`config.mk`:
```
export PLATFORM = sky130hd
export DESIGN_NAME = seq_divider32
export DESIGN_NICKNAME = d
export VERILOG_FILES = /design/src/rtl/divider_pkg.sv /design/src/rtl/div_core_unsigned.sv /design/src/rtl/seq_divider32.sv
export SDC_FILE = /design/constraint.sdc
export NUM_CORES = 1
export LEC_CHECK = 0
export ABC_AREA = 0
export CORE_MARGIN = 4
export CORE_UTILIZATION = 40
export DETAILED_ROUTE_END_ITERATION = 7
export GPL_TIMING_DRIVEN = 0
export PLACE_DENSITY = 0.59
export SLEW_MARGIN = 20
export SYNTH_ARGS = -nofsm -noshare
export SYNTH_HDL_FRONTEND = slang
export SYNTH_SLANG_ARGS = --single-unit
```
`constraint.sdc`:
```
create_clock -name aclk -period 3.3 [get_ports aclk]
set_clock_uncertainty 0.15 [all_clocks]
set_input_delay 0.33 -clock aclk [delete_from_list [all_inputs] [get_ports aclk]]
set_output_delay 0.33 -clock aclk [all_outputs]
set_load 0.005 [all_outputs]
```
`src/rtl/divider_pkg.sv`:
```
// -----------------------------------------------------------------------------
// divider_pkg
// Shared constants, state encoding and helpers for the seq_divider32 block.
//   DIV_W       : operand width
//   DIV_ITER    : quotient bits produced, one per RUN cycle
//   DIV_LATENCY : accept-to-result latency in cycles (full-length divide)
//   CNT_W       : width of the iteration counter (must hold DIV_ITER)
// -----------------------------------------------------------------------------
package divider_pkg;

  localparam int DIV_W       = 32;
  localparam int DIV_ITER    = 32;
  localparam int DIV_LATENCY = DIV_ITER + 2;
  localparam int CNT_W       = $clog2(DIV_ITER + 1);

  typedef enum logic [1:0] {
    IDLE = 2'd0,
    RUN  = 2'd1,
    DONE = 2'd2
  } div_state_e;

  // Absolute value for two's-complement operands; pass-through for unsigned.
  // -(0x80000000) wraps back to 0x80000000, which is the correct unsigned
  // magnitude of the most negative number.
  function automatic logic [DIV_W-1:0] magnitude(input logic [DIV_W-1:0] x,
                                                 input logic             is_signed);
    return (is_signed && x[DIV_W-1]) ? -x : x;
  endfunction

endpackage

```
`src/rtl/div_core_unsigned.sv`:
```
// -----------------------------------------------------------------------------
// div_core_unsigned
// Radix-2 restoring division engine working on unsigned magnitudes.
// One quotient bit is retired per 'step'; after DIV_ITER steps 'quotient' and
// 'remainder' hold the final magnitudes.
//   aclk      in   clock
//   resetn    in   asynchronous active-low reset
//   load      in   capture dividend/divisor and clear the partial remainder
//   step      in   perform one shift/subtract iteration
//   dividend  in   DIV_W  dividend magnitude
//   divisor   in   DIV_W  divisor magnitude
//   quotient  out  DIV_W  quotient magnitude
//   remainder out  DIV_W  remainder magnitude
// -----------------------------------------------------------------------------
module div_core_unsigned
  import divider_pkg::*;
(
  input  logic             aclk,
  input  logic             resetn,
  input  logic             load,
  input  logic             step,
  input  logic [DIV_W-1:0] dividend,
  input  logic [DIV_W-1:0] divisor,
  output logic [DIV_W-1:0] quotient,
  output logic [DIV_W-1:0] remainder
);

  // The quotient register doubles as the dividend shift register: dividend
  // bits leave at the MSB while quotient bits enter at the LSB.
  logic [DIV_W-1:0] quo_q;
  logic [DIV_W-1:0] rem_q;
  logic [DIV_W-1:0] dsr_q;
  logic [DIV_W:0]   shifted;
  logic [DIV_W:0]   diff;
  logic             borrow;

  always_comb begin
    shifted = {rem_q, quo_q[DIV_W-1]};
    diff    = shifted - {1'b0, dsr_q};
    // Partial remainder is always below the divisor, so a set MSB of the
    // 33-bit difference can only mean the trial subtraction went negative.
    borrow  = diff[DIV_W];
  end

  // NOTE: datapath registers take an async reset too; they are few and a
  // known post-reset value keeps X out of the output muxes.
  always_ff @(posedge aclk or negedge resetn) begin
    if (!resetn) begin
      quo_q <= '0;
      rem_q <= '0;
      dsr_q <= '0;
    end else if (load) begin
      quo_q <= dividend;
      rem_q <= '0;
      dsr_q <= divisor;
    end else if (step) begin
      rem_q <= borrow ? shifted[DIV_W-1:0] : diff[DIV_W-1:0];
      quo_q <= {quo_q[DIV_W-2:0], ~borrow};
    end
  end

  assign quotient  = quo_q;
  assign remainder = rem_q;

endmodule

```
`src/rtl/seq_divider32.sv`:
```
// -----------------------------------------------------------------------------
// seq_divider32
// Iterative 32-bit divider for MIPS DIV/DIVU with a valid-only stream
// handshake. Operands are accepted when both input valids are high and the
// unit is idle; the result appears as a one-cycle m_axis_dout_tvalid pulse.
// m_axis_dout_tdata = {remainder, quotient} (HI, LO). tdata/tuser hold until
// the next completion.
//   SIGNED                 param  1: two's-complement (div), 0: unsigned (divu)
//   aclk                   in     clock
//   resetn                 in     asynchronous active-low reset
//   s_axis_divisor_tvalid  in     divisor valid
//   s_axis_divisor_tdata   in 32  divisor
//   s_axis_dividend_tvalid in     dividend valid
//   s_axis_dividend_tdata  in 32  dividend
//   m_axis_dout_tvalid     out    one-cycle result pulse
//   m_axis_dout_tuser      out    divide-by-zero flag
//   m_axis_dout_tdata      out 64 {remainder, quotient}
// Build option: DIV_ZERO_FASTPATH_EN -- a zero divisor skips the iterations
// and completes in 2 cycles instead of DIV_LATENCY.
// -----------------------------------------------------------------------------
module seq_divider32
  import divider_pkg::*;
#(
  parameter bit SIGNED = 1'b0
) (
  input  logic                 aclk,
  input  logic                 resetn,
  input  logic                 s_axis_divisor_tvalid,
  input  logic [DIV_W-1:0]     s_axis_divisor_tdata,
  input  logic                 s_axis_dividend_tvalid,
  input  logic [DIV_W-1:0]     s_axis_dividend_tdata,
  output logic                 m_axis_dout_tvalid,
  output logic                 m_axis_dout_tuser,
  output logic [2*DIV_W-1:0]   m_axis_dout_tdata
);

  div_state_e       state_q, state_d;
  logic [CNT_W-1:0] cnt_q;
  logic [DIV_W-1:0] dividend_q;
  logic             neg_quo_q;
  logic             neg_rem_q;
  logic             zero_q;
  logic             accept;
  logic             cnt_done;
  logic             run_exit;
  logic [DIV_W-1:0] core_quo;
  logic [DIV_W-1:0] core_rem;
  logic [DIV_W-1:0] quo_fixed;
  logic [DIV_W-1:0] rem_fixed;

  assign accept   = (state_q == IDLE) && s_axis_divisor_tvalid && s_axis_dividend_tvalid;
  assign cnt_done = (cnt_q == CNT_W'(DIV_ITER));

`ifdef DIV_ZERO_FASTPATH_EN
  assign run_exit = cnt_done || zero_q;
`else
  assign run_exit = cnt_done;
`endif

  // NOTE: every variable gets a default before the case so no path leaves it
  // unassigned, which would otherwise infer a latch.
  always_comb begin
    state_d = state_q;
    case (state_q)
      IDLE:    if (accept)   state_d = RUN;
      RUN:     if (run_exit) state_d = DONE;
      DONE:                  state_d = IDLE;
      default:               state_d = IDLE;
    endcase
  end

  // NOTE: sequential state uses non-blocking assignments so every register
  // samples pre-edge values regardless of statement order.
  always_ff @(posedge aclk or negedge resetn) begin
    if (!resetn) state_q <= IDLE;
    else         state_q <= state_d;
  end

  // Operand side-information captured at acceptance; magnitudes go straight
  // into the core so the first iteration happens on the next edge.
  always_ff @(posedge aclk or negedge resetn) begin
    if (!resetn) begin
      cnt_q      <= '0;
      dividend_q <= '0;
      neg_quo_q  <= 1'b0;
      neg_rem_q  <= 1'b0;
      zero_q     <= 1'b0;
    end else if (accept) begin
      cnt_q      <= '0;
      dividend_q <= s_axis_dividend_tdata;
      neg_quo_q  <= SIGNED && (s_axis_dividend_tdata[DIV_W-1] ^ s_axis_divisor_tdata[DIV_W-1]);
      neg_rem_q  <= SIGNED && s_axis_dividend_tdata[DIV_W-1];
      zero_q     <= (s_axis_divisor_tdata == '0);
    end else if (state_q == RUN) begin
      cnt_q <= run_exit ? '0 : cnt_q + CNT_W'(1);
    end
  end

  div_core_unsigned u_core (
    .aclk      (aclk),
    .resetn    (resetn),
    .load      (accept),
    .step      ((state_q == RUN) && !cnt_done),
    .dividend  (magnitude(s_axis_dividend_tdata, SIGNED)),
    .divisor   (magnitude(s_axis_divisor_tdata, SIGNED)),
    .quotient  (core_quo),
    .remainder (core_rem)
  );

  // Quotient negates when signs differ (truncation toward zero); remainder
  // follows the dividend's sign.
  assign quo_fixed = neg_quo_q ? -core_quo : core_quo;
  assign rem_fixed = neg_rem_q ? -core_rem : core_rem;

  always_ff @(posedge aclk or negedge resetn) begin
    if (!resetn) begin
      m_axis_dout_tvalid <= 1'b0;
      m_axis_dout_tuser  <= 1'b0;
      m_axis_dout_tdata  <= '0;
    end else if ((state_q == RUN) && run_exit) begin
      m_axis_dout_tvalid <= 1'b1;
      m_axis_dout_tuser  <= zero_q;
      m_axis_dout_tdata  <= zero_q ? {dividend_q, {DIV_W{1'b1}}} : {rem_fixed, quo_fixed};
    end else begin
      m_axis_dout_tvalid <= 1'b0;
    end
  end

endmodule

```
==> reports/results.txt, run 1 <==
The flow ran to the end, and the final reports show no timing, DRC or antenna violations. TritonCTS built the clock tree. The via-per-instance ratio was 5.409. Chip height: 168.5 µm. The run gives 68 as the number of unique standard cell types used by synthesis.

The fraction of final layout cells with drive strength greater than 1 was 0.07020. After synthesis the cells add up to 0.01030 mm². Of all nets on the critical path, the largest fanout is 6.

Leaving out fill and tap cells, the most frequent cell in the layout is sky130_fd_sc_hd__nand2_1. By area the synthesized netlist is led by sky130_fd_sc_hd__dfrtp_1, sky130_fd_sc_hd__nand2_1, sky130_fd_sc_hd__a21oi_1. The routed wire length is 31.44 mm, and the initial standard-cell utilization of the core is 0.4079. The worst setup path is captured at a register. The logs give 0 for the final hold violation count and 0 for the max-capacitance violation count.

The tools report the H-tree depth as 1. The layout has 2413 filler cells. The first detailed-routing pass took 5 iterations. The final weighted congestion of routability-driven global placement is 0.8728, and the final-report setup violation count is 0. In this run the static leakage power is 5.853 nW. The final period utilization works out to 0.9866. Across all hold checks on the routed design, the worst slack comes to 0.1921 ns. For the final routed database, the setup TNS stands at 0 ns. The critical path is of the register to register type.

The tools report the count of clock tree sinks as 203. Leaving out fill and tap cells, the most frequent cells in the layout are sky130_fd_sc_hd__nand2_1, sky130_fd_sc_hd__dfrtp_1, sky130_fd_sc_hd__clkdlybuf4s50_1. Summed over all layers, the global routing overflow is 0. The worst register-to-register path has a depth of 11. Counting flops and latches in the post-synthesis netlist gives 203.

In the routed design, unresolved DRC markers number 0. The total area inside the core boundary comes to 0.02525 mm². The ratio of total power to cell area came out at 1228 mW/mm². The logs give 24 for the number of buffers inserted during clock tree synthesis and 0 for the number of antenna violations at the first check in global routing. At the later pin of the worst-skew pair, clock insertion delay measures 0.52 ns. Setup slack on the worst reg-to-reg path comes out at 0.04 ns. The cell count after synthesis came out at 1153.

For the pin with the worst max-slew slack, the measured transition is 0.9182 ns. Mean routed wirelength per cell: 18.84 µm. Kind of path behind the tightest hold check: input pin to asynchronous set/reset pin.

The most common flop cell mapped by yosys is sky130_fd_sc_hd__dfrtp_1. The timing-limited maximum frequency is 307.2 MHz, and the post-synthesis average cell area is 8.934 µm². Data on the critical path is required at its endpoint by 3.61 ns.

0 antenna diodes ended up in the layout. Once detailed placement completed, the half-perimeter wirelength came to 23.49 mm. Registers take 0.005085 mm². Once detail routing completed, the nets flagged for antenna violations numbered 0. The count of non-filler cells in the finished layout came out at 1669.

The floorplan step defined a die boundary enclosing 0.02838 mm². The floorplan has 58 rows. The share of Yosys cell area claimed by the top area cell type works out to 0.4931. The area growth from synthesis to layout is 27.90%.

The die is 168.5 µm wide. Including well taps, the total number of placed cells is 1618. Max-slew violation count: 0. Setup repair after global routing could not meet its margin everywhere. The cell type with the highest aggregate area in the netlist is sky130_fd_sc_hd__dfrtp_1.

Root buffer cell: sky130_fd_sc_hd__clkbuf_16. For this run, the number of Yosys warnings is 0. The tools report the worst flop-to-flop path startpoint as u_core.remainder[21]$_DFFE_PN0P_. The number of enable-type register cells in the synthesized netlist was 0. The peak supply drop is 514.5 µV. The first global-routing pass estimated 49.27 mm of wire. The finished cells cover 0.01318 mm². The endpoint identified for the worst register-to-register timing path is u_core.remainder[29]$_DFFE_PN0P_.

The violation count after the first detailed-routing iteration was 764. The logs give 0.2171 for the total global routing track utilization and 0.004923 mm² for the area of the multi-input gates. Startpoint type of the worst setup path: a register. The logs give 1425 for the number of nets in the layout and 0.01211 mm² for the cell area reported after detailed placement.

The share of synthesized registers carrying an async set or reset is 1.000. Clock-pin slew was measured on the worst setup and hold paths at 0.06 ns. The arrival time at the worst endpoint is 3.56 ns, and the maximum buffer depth of the clock tree is 3. The max-slew headroom at the worst pin is 0.3822, and the total number of vias is 9027. The number of nets handed over by synthesis was 1256. The shortest period the worst path allows was 3.256 ns; the count of port buffers added during placement was 133.

The fraction of the yosys area taken by sequential cells came out at 0.4931. During I/O placement, the number of pins put on the boundary was 134. The via count of the first global-routing pass came out at 8800.

Entering global routing, the biggest net connects 90 pins.
cell type report:
class	instances	share of cell area
flip-flops and latches	203	0.3859
repair buffers	144	0.1132
clock inverters	14	0.01282
plain buffers	63	0.02308
multi-input cells	846	0.3737
clock buffers	29	0.04853
inverters	40	0.01140
well taps	330	0.03134
kinds of logic after synthesis:
kind of cell             share of synthesized area
XOR/XNOR                                   0.02041
AO/OA/AOI/OAI                               0.1579
adder cells (fa/ha/maj)                    0.04324
flip-flops                                  0.4931
multiplexers                               0.04397
AND/OR/NAND/NOR                             0.2005
buffers and inverters                      0.04081
layer usage:
metal  vias up  GRT usage  wire length, µm
li1       4322          -                -
met4         0    0.04905              639
met3        36    0.03270             1902
met5         -          0                0
met1      4405     0.3221            14740
met2       264     0.3389            14160
per-stage QoR:
step / utilization / total power [mW] / worst slack, ns
after floorplan: - / 9.986 / 0.3878
after global placement: 0.4770 / 12.60 / -7.060
after detailed placement: 0.4793 / 12.77 / -0.04304
after CTS: 0.5128 / 15.57 / 0.002631
after global routing: 0.5217 / 17.42 / -0.05446
final: 0.5217 / 16.18 / 0.04430
how the worst max path moves through the flow:
stage | start | end | slack [ns]
floorplan | u_core.quotient[31]$_DFFE_PN0P_ | u_core.remainder[29]$_DFFE_PN0P_ | 0.39
finish | u_core.remainder[21]$_DFFE_PN0P_ | u_core.remainder[29]$_DFFE_PN0P_ | 0.04
global route | u_core.quotient[31]$_DFFE_PN0P_ | u_core.remainder[14]$_DFFE_PN0P_ | -0.05
CTS | u_core.quotient[31]$_DFFE_PN0P_ | u_core.remainder[20]$_DFFE_PN0P_ | 0.003
detailed placement | u_core.quotient[31]$_DFFE_PN0P_ | u_core.remainder[20]$_DFFE_PN0P_ | -0.04
global placement | resetn | cnt_q[5]$_DFFE_PN0P_ | -7.06
registers in the layout (all words and copies together) (netlist names):
| name | cells |
|---|---|
| u_core.quotient | 32 |
| m_axis_dout_tdata | 64 |
| state_q | 2 |
| m_axis_dout_tvalid | 1 |
| m_axis_dout_tuser | 1 |
| dividend_q | 32 |
| zero_q | 1 |
| u_core.remainder | 32 |
| u_core.dsr_q | 32 |
| cnt_q | 6 |
repair_timing:
action	4_1_cts	5_1_grt
pin swaps	2	13
setup buffers	0	8
gates cloned	0	1
hold endpoints to repair	55	0
hold buffers	1	0
endpoints found under the setup margin	29	31
gates resized for setup	7	32
critical path: stages, from the launching register on:
cell                        delay, ns
sky130_fd_sc_hd__dfrtp_1         0.51
sky130_fd_sc_hd__ha_2            0.37
sky130_fd_sc_hd__nand2_1         0.15
sky130_fd_sc_hd__nor2_1          0.10
sky130_fd_sc_hd__a221o_1         0.36
sky130_fd_sc_hd__or3_1           0.43
sky130_fd_sc_hd__o2111ai_4       0.26
sky130_fd_sc_hd__o211ai_4        0.11
sky130_fd_sc_hd__buf_12          0.16
sky130_fd_sc_hd__clkbuf_16       0.16
sky130_fd_sc_hd__or3_4           0.39
sky130_fd_sc_hd__nand2_1         0.06
power by group:
part	total (mW)	internal, mW	switching, mW
clock	2.69	1.62	1.07
sequential	4.64	3.71	0.931
combinational	8.85	4.08	4.77
total	16.2	9.41	6.77
Yosys cell counts (all sizes together), types with 2 or more instances:
cell type / instances
o21bai: 5
inv: 40
xnor2: 12
o31ai: 5
dfrtp: 203
a32oi: 8
ha: 34
a211oi: 4
nor3: 4
o311ai: 14
clkbuf: 54
a2111oi: 3
nor2b: 5
and3: 5
and4: 3
mux2: 2
buf: 10
nor3b: 3
or4: 2
xor2: 12
or3: 5
o21a: 6
nand4: 7
nand2: 246
o21ai: 74
a21o: 19
nand3: 59
nand2b: 4
o2111ai: 3
o211ai: 4
nor2: 123
nor4: 10
and2: 6
o41ai: 2
mux2i: 43
a21oi: 97
No activity file was read; power rests on OpenSTA's default activity.
==> inputs of run 2 (changes only) <==
==> constraint.sdc (replaced) <==
create_clock -name aclk -period 3.3 [get_ports aclk]
set_clock_uncertainty 0.15 [all_clocks]
set_input_delay 0.33 -clock aclk [delete_from_list [all_inputs] [get_ports aclk]]
set_output_delay 0.33 -clock aclk [all_outputs]
set_load 0.02 [all_outputs]
==> results of run 2 <==
Same layout as run 1 (identical final DEF). Status: finished clean.
Among the figures that moved: total power 16.18 mW -> 16.63 mW; worst IR drop on VDD 514.5 µV -> 514.7 µV
==> inputs of run 3 (changes only) <==
--- a/config.mk
+++ b/config.mk
@@ -11,6 +11,7 @@
 export DETAILED_ROUTE_END_ITERATION = 7
 export GPL_TIMING_DRIVEN = 0
 export PLACE_DENSITY = 0.59
+export SKIP_CTS_REPAIR_TIMING = 1
 export SLEW_MARGIN = 20
 export SYNTH_ARGS = -nofsm -noshare
 export SYNTH_HDL_FRONTEND = slang
==> run 3 against run 2 <==
Compared with the run above: hold slack lost 0.0013 ns; via count shrank 0.75%; routed wire length is 0.93% lower; largest power group unchanged.
==> reports/results.txt, run 3 (synthesized netlist as in run 1, its figures left out) <==
The flow ran to the end, and the final reports show no timing, DRC or antenna violations. For the switching power summed over all nets, the log shows 7.023 mW (was 7.210 mW). The shortest period the worst path allows works out to 3.197 ns (was 3.256 ns). The tools report the initial standard-cell utilization of the core as 0.4079 (unchanged). Critical path cell sequence: ha_2 > a21oi_1 > o21bai_1 > a221o_1 > or3_1 > o21a_2 > o211ai_4 > buf_4 > mux2i_1 > o21ai_1 (was ha_2 > nand2_1 > nor2_1 > a221o_1 > or3_1 > o2111ai_4 > o211ai_4 > buf_12 > clkbuf_16 > or3_4 > nand2_1).

The root buffer cell was sky130_fd_sc_hd__clkbuf_16 (unchanged). The arrival time at the worst endpoint came out at 3.41 ns (was 3.56 ns). The total inserted antenna cells came out at 0 (unchanged).

Startpoint type of the worst setup path: a register (unchanged). The die span in x works out to 168.5 µm (unchanged). The CTS clock-pin slew for the worst setup and hold paths is 0.06 ns (about the same), and the routed wire length is 31.15 mm (was 31.44 mm).

For the total global routing track utilization, the log shows 0.2169 (was 0.2171). The total grt overflow came out at 0 (unchanged). The worst setup slack after layout was 0.1033 ns (was 0.04430 ns). The actual transition at the worst max-transition pin is 0.9266 ns (was 0.9182 ns). The fraction of the core area covered by cells at the end of the flow is 0.5155 (was 0.5217). The logs give 1421 (was 1425) for the number of nets in the layout and 747 (was 764) for the violation count after the first detailed-routing iteration. The biggest cell delay along the critical path is 0.47 ns (was 0.51 ns), and the remaining design rule violation count is 0 (unchanged). The tools report the first-pass detailed-route iteration total as 5 (unchanged). The peak supply drop is 608.8 µV (was 514.7 µV). The internal portion of total power was 9.087 mW (was 9.416 mW).

The via count of the first global-routing pass was 8789 (was 8800). The relative contribution of sequential cells to total power was 0.288 (was 0.279). The run gives 0.005089 mm² (was 0.005085 mm²) as the sequential standard cell area.

Commonest cells after routing, fill and taps aside: sky130_fd_sc_hd__nand2_1, sky130_fd_sc_hd__dfrtp_1, sky130_fd_sc_hd__clkdlybuf4s50_1 (unchanged). The run gives 0.02838 mm² (unchanged) as the area of the die. The tools report the core footprint as 0.02525 mm² (unchanged). The tools report the final weighted congestion of routability-driven global placement as 0.8728 (unchanged). The final-report setup violation count was 0 (unchanged). The chip height came out at 168.5 µm (unchanged).

The first-pass GRT wire length was 49.22 mm (was 49.27 mm); the layout-stage area growth over the synthesis result was 26.38% (was 27.90%). The final hold violation count came out at 0 (unchanged). Type of destination of the critical path: a register (unchanged). The switching power share of the total is 0.4360 (was 0.4336).

The I/O pin count was 134 (unchanged). The area of the multi-input gates is 0.004847 mm² (was 0.004923 mm²), and the max-slew violation count is 0 (unchanged). The leakage component of the power is 5.792 nW (was 5.853 nW), and the total negative slack is 0 ns (unchanged). The fraction of power consumed by combinational cells was 0.545 (was 0.559). Commonest non-fill, non-tap cell in the layout: sky130_fd_sc_hd__nand2_1 (unchanged). The final period utilization was 0.9687 (was 0.9866); the count of port buffers added during placement was 133 (unchanged). The timing-limited maximum frequency is 312.8 MHz (was 307.2 MHz). The mean routed wirelength per cell was 18.71 µm (was 18.84 µm); the worst hold slack was 0.1909 ns (was 0.1921 ns). Start-to-end type of the worst setup path: register to register (unchanged). The number of nets with antenna violations after detailed routing was 0 (unchanged). The tools report the H-tree depth as 1 (unchanged). The cell with the largest stage delay on the worst path is sky130_fd_sc_hd__dfrtp_2 (was sky130_fd_sc_hd__dfrtp_1).

The fraction of final layout cells with drive strength greater than 1 came out at 0.06367 (was 0.07020). The tools report the post-placement setup slack as -0.04304 ns (unchanged). The detailed placer's ending HPWL came out at 23.49 mm (unchanged).

The number of antenna violations at the first check in global routing was 0 (unchanged); the largest net degree at the start of global routing was 90 (unchanged). The largest fanout of any net on the critical path came out at 10 (was 6). Number of filler cells placed in the layout: 2433 (was 2413). The maximum buffer depth of the clock tree was 3 (unchanged).

The max-slew headroom at the worst pin is 0.3766 (was 0.3822). Post-layout total power: 16.11 mW (was 16.63 mW). The count of clock tree sinks is 203 (unchanged). The cell row count was 58 (unchanged). TritonCTS built the clock tree. The required time of the critical path was 3.52 ns (was 3.61 ns); the total number of vias was 8959 (was 9027).

Setup repair after global routing could not meet its margin everywhere. The number of flip-flops under the largest register name came out at 64 (unchanged). Kind of path behind the tightest hold check: input pin to asynchronous set/reset pin (unchanged). The via-per-instance ratio works out to 5.381 (was 5.409).

The ratio of total power to cell area works out to 1237 mW/mm² (was 1262 mW/mm²). The clock latency reported for the late side of the worst-skew pair came out at 0.52 ns (about the same). Number of buffers inserted during clock tree synthesis: 24 (unchanged). The register ranked first by flip-flop count was m_axis_dout_tdata (unchanged). The max-capacitance violation count is 0 (unchanged). For the clock share of power, the log shows 0.167 (was 0.162).
-- run 3: layout make-up --
type | instances | share of cell area
Tap cell | 330 | 0.03172
Timing Repair Buffer | 140 | 0.1099
Clock buffer | 29 | 0.04911
Clock inverter | 14 | 0.01297
Multi-Input combinational cell | 846 | 0.3723
Sequential cell | 203 | 0.3909
Buffer | 63 | 0.02153
Inverter | 40 | 0.01153
-- run 3: metal layers --
layer / global-route usage / vias to the layer above / part of all wire
met5: 0 / - / 0
met4: 0.04905 / 0 / 0.021
met3: 0.03293 / 36 / 0.060
met2: 0.3384 / 249 / 0.45
met1: 0.3218 / 4359 / 0.47
li1: - / 4315 / -
-- run 3: per-stage QoR --
step | cell area (µm²) | cells
after floorplan | 10300 | 1153
after global placement | 12050 | 1616
after CTS | 12910 | 1661
final | 13020 | 1665
after global routing | 13020 | 1665
after detailed placement | 12110 | 1618
-- run 3: path summary, 6_finish.rpt --
check	slack, ns	cells past startpoint	to	from
setup / recovery	0.10	10	u_core.remainder[16]$_DFFE_PN0P_	u_core.remainder[20]$_DFFE_PN0P_
hold / removal	0.19	2	dividend_q[8]$_DFFE_PN0P_	resetn
setup reg to reg	0.10	10	u_core.remainder[16]$_DFFE_PN0P_	u_core.remainder[20]$_DFFE_PN0P_
hold reg to reg	0.33	2	dividend_q[28]$_DFFE_PN0P_	dividend_q[28]$_DFFE_PN0P_
max in group asynchronous	2.00	3	cnt_q[1]$_DFFE_PN0P_	resetn
min in group aclk	0.22	3	dividend_q[12]$_DFFE_PN0P_	s_axis_dividend_tdata[12]
-- run 3: power by group through the flow --
stage	Clock, mW	Combinational [mW]	Sequential [mW]
3_5_place_dp	0	8.54	4.67
5_1_grt	2.85	9.72	4.78
4_1_cts	2.74	8.59	4.63
3_3_place_gp	0	8.40	4.65
6_report	2.69	8.79	4.63
2_1_floorplan	0	5.65	4.78
-- run 3: worst max-delay path, delay by kind of cell, from the launching register on --
family | cells | cell delay (ns)
fa+ha+maj | 1 | 0.36
simple gates | 1 | 0.39
buf+inv | 1 | 0.25
flops | 1 | 0.47
compound gates | 6 | 1.22
mux | 1 | 0.22
